==> src/rtl/snap_vacc_capture_ctrl_if.sv <==
// Control, sample and BRAM-write bundle for snap_vacc_capture_ctrl.
// Adds the tstamp output when SNAP_TSTAMP_EN is defined.
interface snap_vacc_capture_ctrl_if #(
  parameter int unsigned ADDR_W = 10,
  parameter int unsigned DATA_W = 64
);
  logic [31:0]       ctrl;
  logic [DATA_W-1:0] din;
  logic              din_we;
  logic              trig;
  logic [ADDR_W-1:0] bram_addr;
  logic [DATA_W-1:0] bram_data;
  logic              bram_we;
  logic [31:0]       status;
  logic              done;
`ifdef SNAP_TSTAMP_EN
  logic [31:0]       tstamp;

  modport master (
    output ctrl, din, din_we, trig,
    input  bram_addr, bram_data, bram_we, status, done, tstamp
  );
  modport slave (
    input  ctrl, din, din_we, trig,
    output bram_addr, bram_data, bram_we, status, done, tstamp
  );
`else
  modport master (
    output ctrl, din, din_we, trig,
    input  bram_addr, bram_data, bram_we, status, done
  );
  modport slave (
    input  ctrl, din, din_we, trig,
    output bram_addr, bram_data, bram_we, status, done
  );
`endif
endinterface

==> src/rtl/snap_vacc_capture_ctrl.sv <==
// One-shot snapshot sequencer: captures 2^ADDR_W vacc samples into BRAM and reports status.
// Optional arm-to-trigger timestamp output enabled by SNAP_TSTAMP_EN.
module snap_vacc_capture_ctrl #(
  parameter int unsigned ADDR_W = 10,
  parameter int unsigned DATA_W = 64
) (
  input logic                    user_clk,
  input logic                    user_rst_n,
  snap_vacc_capture_ctrl_if.slave bus
);

  typedef enum logic [1:0] {StIdle, StArmed, StCapture, StDone} state_e;

  state_e              state_q;
  logic                en_q;
  logic                done_q;
  logic                we_q;
  logic [ADDR_W:0]     count_q;
  logic [ADDR_W-1:0]   addr_q;
  logic [DATA_W-1:0]   data_q;

  logic en, qwe, start, en_rise, do_write, last_write, busy;
  logic [31:0] status;
  logic unused_ctrl;

  always_comb begin
    en         = bus.ctrl[0];
    qwe        = bus.ctrl[2] ? bus.din_we : 1'b1;
    start      = bus.ctrl[1] ? bus.trig : 1'b1;
    en_rise    = en & ~en_q;
    // The ARMED write lands at count 0 because arming clears count.
    do_write   = en & qwe & (((state_q == StArmed) & start) | (state_q == StCapture));
    last_write = &count_q[ADDR_W-1:0];
    busy       = (state_q == StArmed) | (state_q == StCapture);
  end

  always_ff @(posedge user_clk or negedge user_rst_n) begin
    if (!user_rst_n) begin
      state_q <= StIdle;
      en_q    <= 1'b0;
      done_q  <= 1'b0;
      we_q    <= 1'b0;
      count_q <= '0;
      addr_q  <= '0;
      data_q  <= '0;
    end else begin
      en_q <= en;
      we_q <= 1'b0;
      if (do_write) begin
        we_q    <= 1'b1;
        addr_q  <= count_q[ADDR_W-1:0];
        data_q  <= bus.din;
        count_q <= count_q + (ADDR_W+1)'(1);
      end
      unique case (state_q)
        StIdle: begin
          if (en_rise) begin
            state_q <= StArmed;
            count_q <= '0;
            done_q  <= 1'b0;
          end
        end
        StArmed: begin
          if (!en) begin
            state_q <= StIdle;
          end else if (start) begin
            state_q <= (do_write && last_write) ? StDone : StCapture;
            if (do_write && last_write) done_q <= 1'b1;
          end
        end
        StCapture: begin
          if (!en) begin
            state_q <= StIdle;
          end else if (do_write && last_write) begin
            state_q <= StDone;
            done_q  <= 1'b1;
          end
        end
        StDone: begin
          if (!en) state_q <= StIdle;
        end
      endcase
    end
  end

  always_comb begin
    status             = '0;
    status[31]         = done_q;
    status[30]         = busy;
    status[ADDR_W:0]   = count_q;
  end

  assign unused_ctrl   = ^bus.ctrl[31:3];
  assign bus.status    = status;
  assign bus.done      = done_q;
  assign bus.bram_we   = we_q;
  assign bus.bram_addr = addr_q;
  assign bus.bram_data = data_q;

`ifdef SNAP_TSTAMP_EN
  logic [31:0] ts_cnt_q;
  logic [31:0] tstamp_q;

  // Latch the post-edge counter value so the result counts cycles from en_rise to trigger.
  always_ff @(posedge user_clk or negedge user_rst_n) begin
    if (!user_rst_n) begin
      ts_cnt_q <= '0;
      tstamp_q <= '0;
    end else begin
      ts_cnt_q <= en_rise ? '0 : ts_cnt_q + 32'd1;
      if ((state_q == StArmed) && en && start) tstamp_q <= ts_cnt_q + 32'd1;
    end
  end

  assign bus.tstamp = tstamp_q;
`endif

endmodule

==> src/flat_wrapper.sv <==
// flat-port wrapper written by rule: the top's interface ports become plain ports
module snap_vacc_capture_ctrl_flat 
#(
  parameter int unsigned ADDR_W = 10,
  parameter int unsigned DATA_W = 64
)
  (user_clk, user_rst_n, bus_ctrl, bus_din, bus_din_we, bus_trig, bus_bram_addr, bus_bram_data, bus_bram_we, bus_status, bus_done);
  snap_vacc_capture_ctrl_if #(.ADDR_W(ADDR_W), .DATA_W(DATA_W)) bus_i ();
  input logic user_clk;
  input logic user_rst_n;
  input wire logic [$bits(bus_i.ctrl)-1:0] bus_ctrl;
  input wire logic [$bits(bus_i.din)-1:0] bus_din;
  input wire logic [$bits(bus_i.din_we)-1:0] bus_din_we;
  input wire logic [$bits(bus_i.trig)-1:0] bus_trig;
  output wire logic [$bits(bus_i.bram_addr)-1:0] bus_bram_addr;
  output wire logic [$bits(bus_i.bram_data)-1:0] bus_bram_data;
  output wire logic [$bits(bus_i.bram_we)-1:0] bus_bram_we;
  output wire logic [$bits(bus_i.status)-1:0] bus_status;
  output wire logic [$bits(bus_i.done)-1:0] bus_done;
  assign bus_i.ctrl = bus_ctrl;
  assign bus_i.din = bus_din;
  assign bus_i.din_we = bus_din_we;
  assign bus_i.trig = bus_trig;
  assign bus_bram_addr = bus_i.bram_addr;
  assign bus_bram_data = bus_i.bram_data;
  assign bus_bram_we = bus_i.bram_we;
  assign bus_status = bus_i.status;
  assign bus_done = bus_i.done;
  snap_vacc_capture_ctrl #(.ADDR_W(ADDR_W), .DATA_W(DATA_W)) u_core (.user_clk(user_clk), .user_rst_n(user_rst_n), .bus(bus_i));
endmodule
==> config.mk <==
export PLATFORM = sky130hd
export DESIGN_NAME = snap_vacc_capture_ctrl_flat
export DESIGN_NICKNAME = d
export VERILOG_FILES = /design/src/rtl/snap_vacc_capture_ctrl_if.sv /design/src/rtl/snap_vacc_capture_ctrl.sv /design/src/flat_wrapper.sv
export SDC_FILE = /design/constraint.sdc
export NUM_CORES = 1
export LEC_CHECK = 0
export CAP_MARGIN = 20
export CORE_MARGIN = 8
export CORE_UTILIZATION = 42
export CTS_CLUSTER_SIZE = 30
export DETAILED_ROUTE_END_ITERATION = 10
export GPL_TIMING_DRIVEN = 0
export PLACE_DENSITY = 0.85
export SETUP_SLACK_MARGIN = 0.2
export SLEW_MARGIN = 20
export SYNTH_ARGS = -nofsm -noshare
export SYNTH_HDL_FRONTEND = slang
export SYNTH_SLANG_ARGS = --single-unit
==> constraint.sdc <==
create_clock -name user_clk -period 5.7 [get_ports user_clk]
set_input_delay 1.14 -clock user_clk [delete_from_list [all_inputs] [get_ports user_clk]]
set_output_delay 1.14 -clock user_clk [all_outputs]
set_load 0.05 [all_outputs]
==> results of run 1 <==
-- worst paths after layout --
path                       slack, ps                     start                  endpoint
setup / recovery                2460         u_core.state_q[0]            bus_status[30]
hold / removal                   510  u_core.bus.bram_data[47]  u_core.bus.bram_data[47]
setup reg to reg                3550         u_core.state_q[0]   u_core.bus.bram_data[7]
hold reg to reg                  510  u_core.bus.bram_data[47]  u_core.bus.bram_data[47]
max in group asynchronous       4280                user_rst_n  u_core.bus.bram_data[33]
min in group asynchronous        780                user_rst_n   u_core.bus.bram_data[3]
-- worst max-delay path: stages, from the launching register on --
cell	delay, ps
dfrtp_1	420
inv_1	100
ha_1	330
buf_4	110
clkdlybuf4s50_1	800
-- registers in the layout (all words and copies together), names as in the netlist --
register,flops
u_core.bus.bram_addr,10
u_core.bus.bram_data,64
u_core.bus.bram_we,1
u_core.bus.done,1
u_core.count_q,11
u_core.en_q,1
u_core.state_q,2
-- power by group through the flow --
stage	combinational, mW	sequential [mW]	clock, mW
4_1_cts	2.18	1.05	0.471
3_5_place_dp	2.17	1.06	0
2_1_floorplan	0.538	1.94	0
6_report	2.16	1.05	0.456
3_3_place_gp	2.13	1.04	0
5_1_grt	2.25	1.08	0.497
-- cells by family (layout without fill, tap and decap cells) --
family,count (synthesis),count (layout),synth area share
AO/OA/AOI/OAI,28,28,0.0445
adder cells (fa/ha/maj),6,6,0.0195
buffers and inverters,37,213,0.0652
flip-flops,90,90,0.584
multiplexers,75,75,0.218
other,1,19,0.000972
AND/OR/NAND/NOR,44,44,0.0675
-- layer usage --
layer / GRT usage / vias up
met1: 0.190 / 1398
met4: 0.0565 / 0
met5: 0 / -
li1: - / 1336
met2: 0.271 / 139
met3: 0.0839 / 11
-- layout make-up --
| cell class | count | area, sq um |
|---|---|---|
| plain buffers | 31 | 229 |
| clock buffers | 11 | 151 |
| clock inverters | 5 | 61.3 |
| fillers | 709 | 3170 |
| inverters | 6 | 22.5 |
| multi-input cells | 172 | 1430 |
| flip-flops and latches | 90 | 2250 |
| well taps | 111 | 139 |
| repair buffers | 160 | 1620 |
-- through the flow --
stage	worst slack (ps)	total power [mW]	hold WS [ps]
after floorplan	3310	2.48	537
after global placement	263	3.17	485
after detailed placement	2520	3.23	491
after CTS	2440	3.70	510
after global routing	2380	3.83	525
final	2460	3.66	507
-- synth_stat cells (2+ instances only) --
cell,count
dfrtp_1,90
mux2_2,73
buf_4,27
a21oi_1,11
nand2_1,9
ha_1,6
inv_1,6
nand3_1,6
o21ai_0,6
o31ai_1,6
or3_1,6
or4_1,6
buf_2,3
nand4_1,3
and4_1,2
mux2i_1,2
nand2b_1,2
nor2b_1,2
nor3_1,2
o22a_1,2
==> flow_metrics.tcl, run 1 <==
set metrics [dict create \
    power_density_nw_per_um2 621 \
    async_reset_ff_frac 1.00 \
    wl_per_cell_microns 17.7 \
    drt-initial-drc-count 153 \
    layout_commonest_cell "clkdlybuf4s50_1" \
    cts_tree "done" \
    postCtsSetupRepairBufs 0 \
    tightest_slew_ps 667 \
    topRoutingLayerUsed "met4" \
    antenna_found_initial 0 \
    synth-seq-area-share 0.584 \
    setup_viol 0 \
    yosys.area.top_type_share 0.584 \
    vias_per_cell 4.92 \
    io_buffers 159 \
    stdcell_area_sq_um 5900 \
    wl_met2_mm 5.01 \
    vias 2884 \
    swShare 0.472 \
    grt_max_degree 49 \
    max_freq_mhz 309 \
    worstHoldPathCells 1 \
    switchingPower_mw 1.73 \
    ys.flop_type "dfrtp_1" \
    antenna_left 0 \
    vdd_drop_max_uv 344 \
    cts_resized 0 \
    rows 35 \
    max-slew-margin-rel 0.553 \
    final.setup_skew_ps 8.39 \
    first_pass_iters 4 \
    wl_met1_mm 4.01 \
    fin_cells 586 \
    synth_edf_count 0 \
    dieArea_sq_um 12500 \
    status "completed" \
    wl_met3_mm 1.22 \
    min_period_ps 3240 \
    period_share 0.568 \
    dp.cells 570 \
    area_growth_syn_to_layout_pct 52.9 \
    crit_type "reg -> out" \
    synth_cells 281 \
    grt_pass1_vias 3144 \
    synth_area_leaders "dfrtp_1 58%, mux2_2 21%, buf_4 5.3%" \
    start_kind "flop" \
    fp.coreArea_sq_um 9060 \
    drt-total-wl_mm 10.4 \
    cap_violations 0 \
    worstPathArrival_ps 2100 \
    gp_congestion 0.779 \
    yosysUniqueCellTypes 31 \
    grt_use_total 0.168 \
    final_layout_size_suffix_gt1_frac 0.265 \
    avgSynthCellArea_sq_um 13.7 \
    dp_hpwl_mm 8.09 \
    fin_setup_tns_ps 0 \
    antenna_cells 0 \
    start_util 0.425 \
    clk_pin_slew_ps 90 \
    p_seq_frac 0.286 \
    finalHoldViolCount 0 \
    grt_first_pass_wirelength_mm 16.8 \
    r2r_cells 8 \
    fin_util 0.651 \
    internal_power_mw 1.93 \
    ys_warn_count 0 \
    ys_ff_latch 90 \
    cts_hold_buf 0 \
    yosysTopAreaCell "dfrtp_1" \
    worst_skew_pair.late_latency_ps 340 \
    leakagePower_nw 2.56 \
    pwr-share-comb 0.590 \
    nets 576 \
    place_area_sq_um 5680 \
    critPathCaptureType "output pin" \
    syn_area_sq_um 3860 \
    clock-root-buffer "clkbuf_8" \
    timing.final.max_slew_violations 0 \
    crit_required_ps 4560 \
    clockPowerShare 0.125 \
    crit_fanout 4 \
    cts_buffers 9 \
    drc_errors 0 \
    die_x_microns 112 \
    cts_sinks 90 \
    ctsLongestPathBuffers 2 \
    hp-class "reg -> reg" \
    chipHeight_microns 112 \
    ios 208 \
    rsz0062_at_grt "false" \
    grt-ovfl-total 0 \
    final_cell_mix "158 x clkdlybuf4s50_1, 90 x dfrtp_1, 73 x mux2_2" \
    h-tree-depth 3 \
]
No activity file was read; power rests on OpenSTA's default activity.
==> run 2: changes to the inputs <==
Settings changed: CORE_UTILIZATION 42 to 35, PLACE_DENSITY 0.85 to 0.75.
Clock period 5.7 ns to 2.9 ns, I/O delays scaled along.
==> run 2 against run 1 <==
Effect of this change:
- clock power rose by 90%
- routed wire length fell by 0.73%
- flip-flop and latch count did not move
- core utilization fell by 10 points
- hold slack got worse by 310 ps
- sequential share of layout area fell by 0.19 points
- largest cell class unchanged
==> flow_metrics.tcl, run 2 (same netlist as run 1, synthesis figures left out) <==
set metrics [dict create \
    cap_violations 0 \
    layout_commonest_cell "clkdlybuf4s50_1" \
    cpPeakStageDelay_ps 540 \
    drc_errors 0 \
    grt-ovfl-total 0 \
    vias_per_cell 4.65 \
    cts_buffers 9 \
    grt_pass1_vias 3119 \
    chipHeight_microns 121 \
    clk_pin_slew_ps 90 \
    ios 208 \
    start_util 0.357 \
    antenna_left 0 \
    area_growth_syn_to_layout_pct 53.7 \
    timing.final.max_slew_violations 0 \
    crit_chain "clkdlybuf4s50_1 -> and2_4 -> a31o_2 -> nand2_1 -> buf_4 -> buf_4 -> mux2_2" \
    fillers 946 \
    swShare 0.470 \
    tightest_slew_ps 560 \
    max_freq_mhz 434 \
    cp_common_cell "buf_4" \
    start_kind "input port" \
    crit_slowest_cell "clkdlybuf4s50_1" \
    internal_power_mw 3.78 \
    gp_congestion 0.824 \
    ctsLongestPathBuffers 2 \
    worstPathArrival_ps 2530 \
    fp.coreArea_sq_um 10800 \
    die_x_microns 121 \
    nets 577 \
    vias 2865 \
    final_layout_size_suffix_gt1_frac 0.265 \
    largest_register_ffs 64 \
    min_period_ps 2310 \
    max-slew-margin-rel 0.626 \
    rows 38 \
    rsz0062_at_grt "false" \
    period_share 0.795 \
    final_cell_mix "157 x clkdlybuf4s50_1, 90 x dfrtp_1, 73 x mux2_2" \
    antenna_cells 0 \
    antenna_found_initial 0 \
    dp_hpwl_mm 8.10 \
    cts_tree "done" \
    setup_viol 0 \
    dieArea_sq_um 14600 \
    final.setup_skew_ps 18.0 \
    grt_first_pass_wirelength_mm 16.1 \
    drt-total-wl_mm 10.3 \
    critPathCaptureType "flop" \
    crit_fanout 10 \
    first_pass_iters 4 \
    clockPowerShare 0.121 \
    h-tree-depth 3 \
    cts_sinks 90 \
    fin_setup_tns_ps 0 \
    power_density_nw_per_um2 1200 \
    fin_util 0.549 \
    p_seq_frac 0.287 \
    switchingPower_mw 3.35 \
    finalHoldViolCount 0 \
    pwr-share-comb 0.592 \
    drt-initial-drc-count 165 \
    postCtsSetupRepairBufs 0 \
    grt_use_total 0.139 \
    hp-class "in -> async" \
    wl_per_cell_microns 16.7 \
    leakagePower_nw 2.58 \
    crit_type "in -> reg" \
    io_buffers 159 \
    clock-root-buffer "clkbuf_8" \
    status "completed" \
    worst_skew_pair.late_latency_ps 350 \
    grt_max_degree 55 \
    vdd_drop_max_uv 960 \
    crit_required_ps 3120 \
    holdWs_ps 197 \
]
run 2: path summary, 6_finish.rpt:
| kind | end | slack, ps | cells after the start | startpoint |
|---|---|---|---|---|
| setup / recovery | u_core.bus.bram_data[30] | 590 | 7 | bus_ctrl[0] |
| hold / removal | u_core.bus.bram_data[55] | 200 | 1 | user_rst_n |
| setup reg to reg | u_core.bus.bram_data[30] | 710 | 8 | u_core.state_q[0] |
| hold reg to reg | u_core.bus.bram_addr[6] | 510 | 1 | u_core.bus.bram_addr[6] |
| max in group asynchronous | u_core.bus.bram_data[1] | 2060 | 2 | user_rst_n |
| min in group user_clk | u_core.bus.bram_addr[6] | 510 | 1 | u_core.bus.bram_addr[6] |
run 2: power by group through the flow:
| stage | registers, mW | clock network, mW | logic, mW |
|---|---|---|---|
| 2_1_floorplan | 3.81 | 0 | 1.06 |
| 3_3_place_gp | 2.03 | 0 | 4.20 |
| 3_5_place_dp | 2.08 | 0 | 4.26 |
| 4_1_cts | 2.05 | 0.912 | 4.27 |
| 5_1_grt | 2.11 | 0.962 | 4.42 |
| 6_report | 2.04 | 0.866 | 4.22 |
run 2: routing by layer:
metal | track usage | vias to the layer above | wire length (microns)
met4 | 0.0437 | 0 | 121
met5 | 0 | - | 0
met3 | 0.0670 | 11 | 1210
met2 | 0.231 | 130 | 4980
met1 | 0.154 | 1383 | 4000
li1 | - | 1341 | -
run 2: cell type report:
cell class / instances / area, sq um / area share
well taps: 140 / 175 / 0.0296
inverters: 6 / 22.5 / 0.00380
plain buffers: 31 / 229 / 0.0386
multi-input cells: 172 / 1420 / 0.240
clock inverters: 6 / 65.1 / 0.0110
clock buffers: 10 / 138 / 0.0232
flip-flops and latches: 90 / 2250 / 0.380
repair buffers: 161 / 1620 / 0.274
run 2: through the flow:
step                setup WS [ps]  area [sq um]  cells  total power, mW
floorplan                    1030          3920    299             4.87
global placement            -2030          5690    598             6.24
detailed placement            196          5720    599             6.34
CTS                           209          5920    615             7.24
global route                  514          5930    616             7.49
finish                        593          5930    616             7.13
run 2: critical path, delay by kind of cell:
| kind | cells | cell delay, ps |
|---|---|---|
| buffers and inverters | 3 | 980 |
| multiplexers | 1 | 350 |
| AO/OA/AOI/OAI | 1 | 240 |
| AND/OR/NAND/NOR | 2 | 390 |
run 2: repair_timing:
| item | 4_1_cts | 5_1_grt |
|---|---|---|
| hold buffers | 0 | 0 |
| resized for setup | 0 | 1 |
| endpoints found under the setup margin | 0 | 1 |
==> run 3: changes to the inputs <==
Clock period 2.9 ns to 2.1 ns, I/O delays scaled along.
==> run 3 against run 2 <==
Effect of this change:
- global-route usage increased by 0.77 points
- core utilization increased by 3.2 points
- clock skew about the same
- largest cell class unchanged
==> flow_metrics.tcl, run 3 (same netlist as run 1, synthesis figures left out) <==
set metrics [dict create \
    cts_tree "done" \
    dp_hpwl_mm 8.10 \
    fp.coreArea_sq_um 10800 \
    die_x_microns 121 \
    leakagePower_nw 3.03 \
    hp-class "in -> async" \
    antenna_left 0 \
    clk_pin_slew_ps 90 \
    dieArea_sq_um 14600 \
    grt_use_total 0.147 \
    pwr-share-comb 0.601 \
    p_seq_frac 0.280 \
    drt-initial-drc-count 127 \
    crit_required_ps 2340 \
    dp.cells 599 \
    clockPowerShare 0.119 \
    multi_input_area_sq_um 1580 \
    cap_violations 0 \
    grt-ovfl-total 0 \
    power_density_nw_per_um2 1610 \
    vias 2948 \
    drc_errors 0 \
    vias_per_cell 4.66 \
    critPathCaptureType "flop" \
    final.setup_skew_ps 18.0 \
    holdWs_ps 36.3 \
    antenna_cells 0 \
    antenna_found_initial 0 \
    fillers 923 \
    final.setup.worst_slack_ps 193 \
    max_freq_mhz 524 \
    gp_congestion 0.824 \
    nets 594 \
    ios 208 \
    area_growth_syn_to_layout_pct 62.7 \
    setup_viol 0 \
    largest_register_ffs 64 \
    vdd_drop_max_uv 1200 \
    rsz0062_at_grt "true" \
    first_pass_iters 4 \
    crit_chain "inv_2 -> ha_4 -> and2_4 -> a31o_4 -> nand2_8 -> buf_12 -> buf_12 -> buf_16 -> mux2_2" \
    grt_first_pass_wirelength_mm 17.0 \
    r2r_cells 9 \
    regToRegSetupSlack_ps 190 \
    chipHeight_microns 121 \
    internal_power_mw 5.25 \
    clock-root-buffer "clkbuf_8" \
    rows 38 \
    timing.final.max_slew_violations 0 \
    crit_fanout 6 \
    path_buf_inv 4 \
    drt-total-wl_mm 11.1 \
    finalHoldViolCount 0 \
    final_layout_size_suffix_gt1_frac 0.316 \
    start_util 0.357 \
    path_delay_family "buffers and inverters" \
    final_cell_mix "89 x dfrtp_1, 87 x dlygate4sd2_1, 68 x clkdlybuf4s50_1" \
    dp_slack_ps -444 \
    grt_pass1_vias 3238 \
    cp_common_cell "buf_12" \
    r2r_start "u_core.state_q[0]" \
    wl_per_cell_microns 17.5 \
    worst_skew_pair.late_latency_ps 350 \
    max-slew-margin-rel 0.554 \
    io_buffers 159 \
    switchingPower_mw 4.83 \
    layout_commonest_cell "dfrtp_1" \
    cts_buffers 9 \
    status "completed" \
    period_share 0.908 \
    swShare 0.479 \
    timing.rr.end "u_core.bus.bram_data[19]" \
    cts_sinks 90 \
    worstPathArrival_ps 2140 \
    ff_latch_area_sq_um 2250 \
    start_kind "flop" \
    grt_max_degree 55 \
    ctsLongestPathBuffers 2 \
    crit_slowest_cell "dfrtp_1" \
    cpPeakStageDelay_ps 390 \
    crit_type "reg -> reg" \
    h-tree-depth 3 \
    fin_cells 633 \
    min_period_ps 1910 \
    tightest_slew_ps 666 \
]
==> run 3: per-stage QoR <==
step,instance area (sq um),util,TNS (ps),power (mW)
after floorplan,3920,-,0,6.73
after global placement,5690,0.527,-264590,8.61
after detailed placement,5720,0.530,-28840,8.75
after CTS,6130,0.568,0,9.95
after global routing,6270,0.581,0,10.6
final,6270,0.581,0,10.1
==> run 3: how the worst max path moves through the flow <==
stage	startpoint	end	slack [ps]	cells past startpoint
floorplan	u_core.state_q[0]	u_core.bus.bram_addr[0]	230	8
CTS	u_core.state_q[0]	u_core.bus.bram_data[27]	200	8
global placement	user_rst_n	u_core.bus.bram_data[60]	-2670	1
finish	u_core.state_q[0]	u_core.bus.bram_data[19]	190	9
global route	u_core.state_q[0]	u_core.bus.bram_addr[8]	160	9
detailed placement	bus_ctrl[0]	u_core.bus.bram_data[28]	-440	7
==> run 3: power by group through the flow <==
stage / Combinational, mW / Sequential (mW) / Clock, mW
after global placement: 5.81 / 2.81 / 0
after detailed placement: 5.89 / 2.87 / 0
after CTS: 5.88 / 2.81 / 1.26
final: 6.05 / 2.82 / 1.20
after global routing: 6.36 / 2.91 / 1.33
after floorplan: 1.46 / 5.27 / 0
==> run 3: routing by layer <==
metal	vias up	track usage	wire length, microns
li1	1376	-	-
met1	1419	0.159	4140
met5	-	0	0
met3	11	0.0684	1310
met4	0	0.0414	123
met2	142	0.252	5530
==> run 3: final cells by class <==
cell class,instances,area share
Sequential cell,90,0.359
Buffer,31,0.0437
Clock buffer,10,0.0219
Inverter,6,0.00399
Multi-Input combinational cell,172,0.252
Tap cell,140,0.0279
Timing Repair Buffer,178,0.281
Clock inverter,6,0.0104
==> run 3: what timing repair did <==
action,4_1_cts,5_1_grt
setup buffers,10,3
hold endpoints to repair,0,0
hold buffers,0,0
gates cloned,4,1
pin swaps,2,2
setup endpoints to repair,174,71
resized for setup,123,30
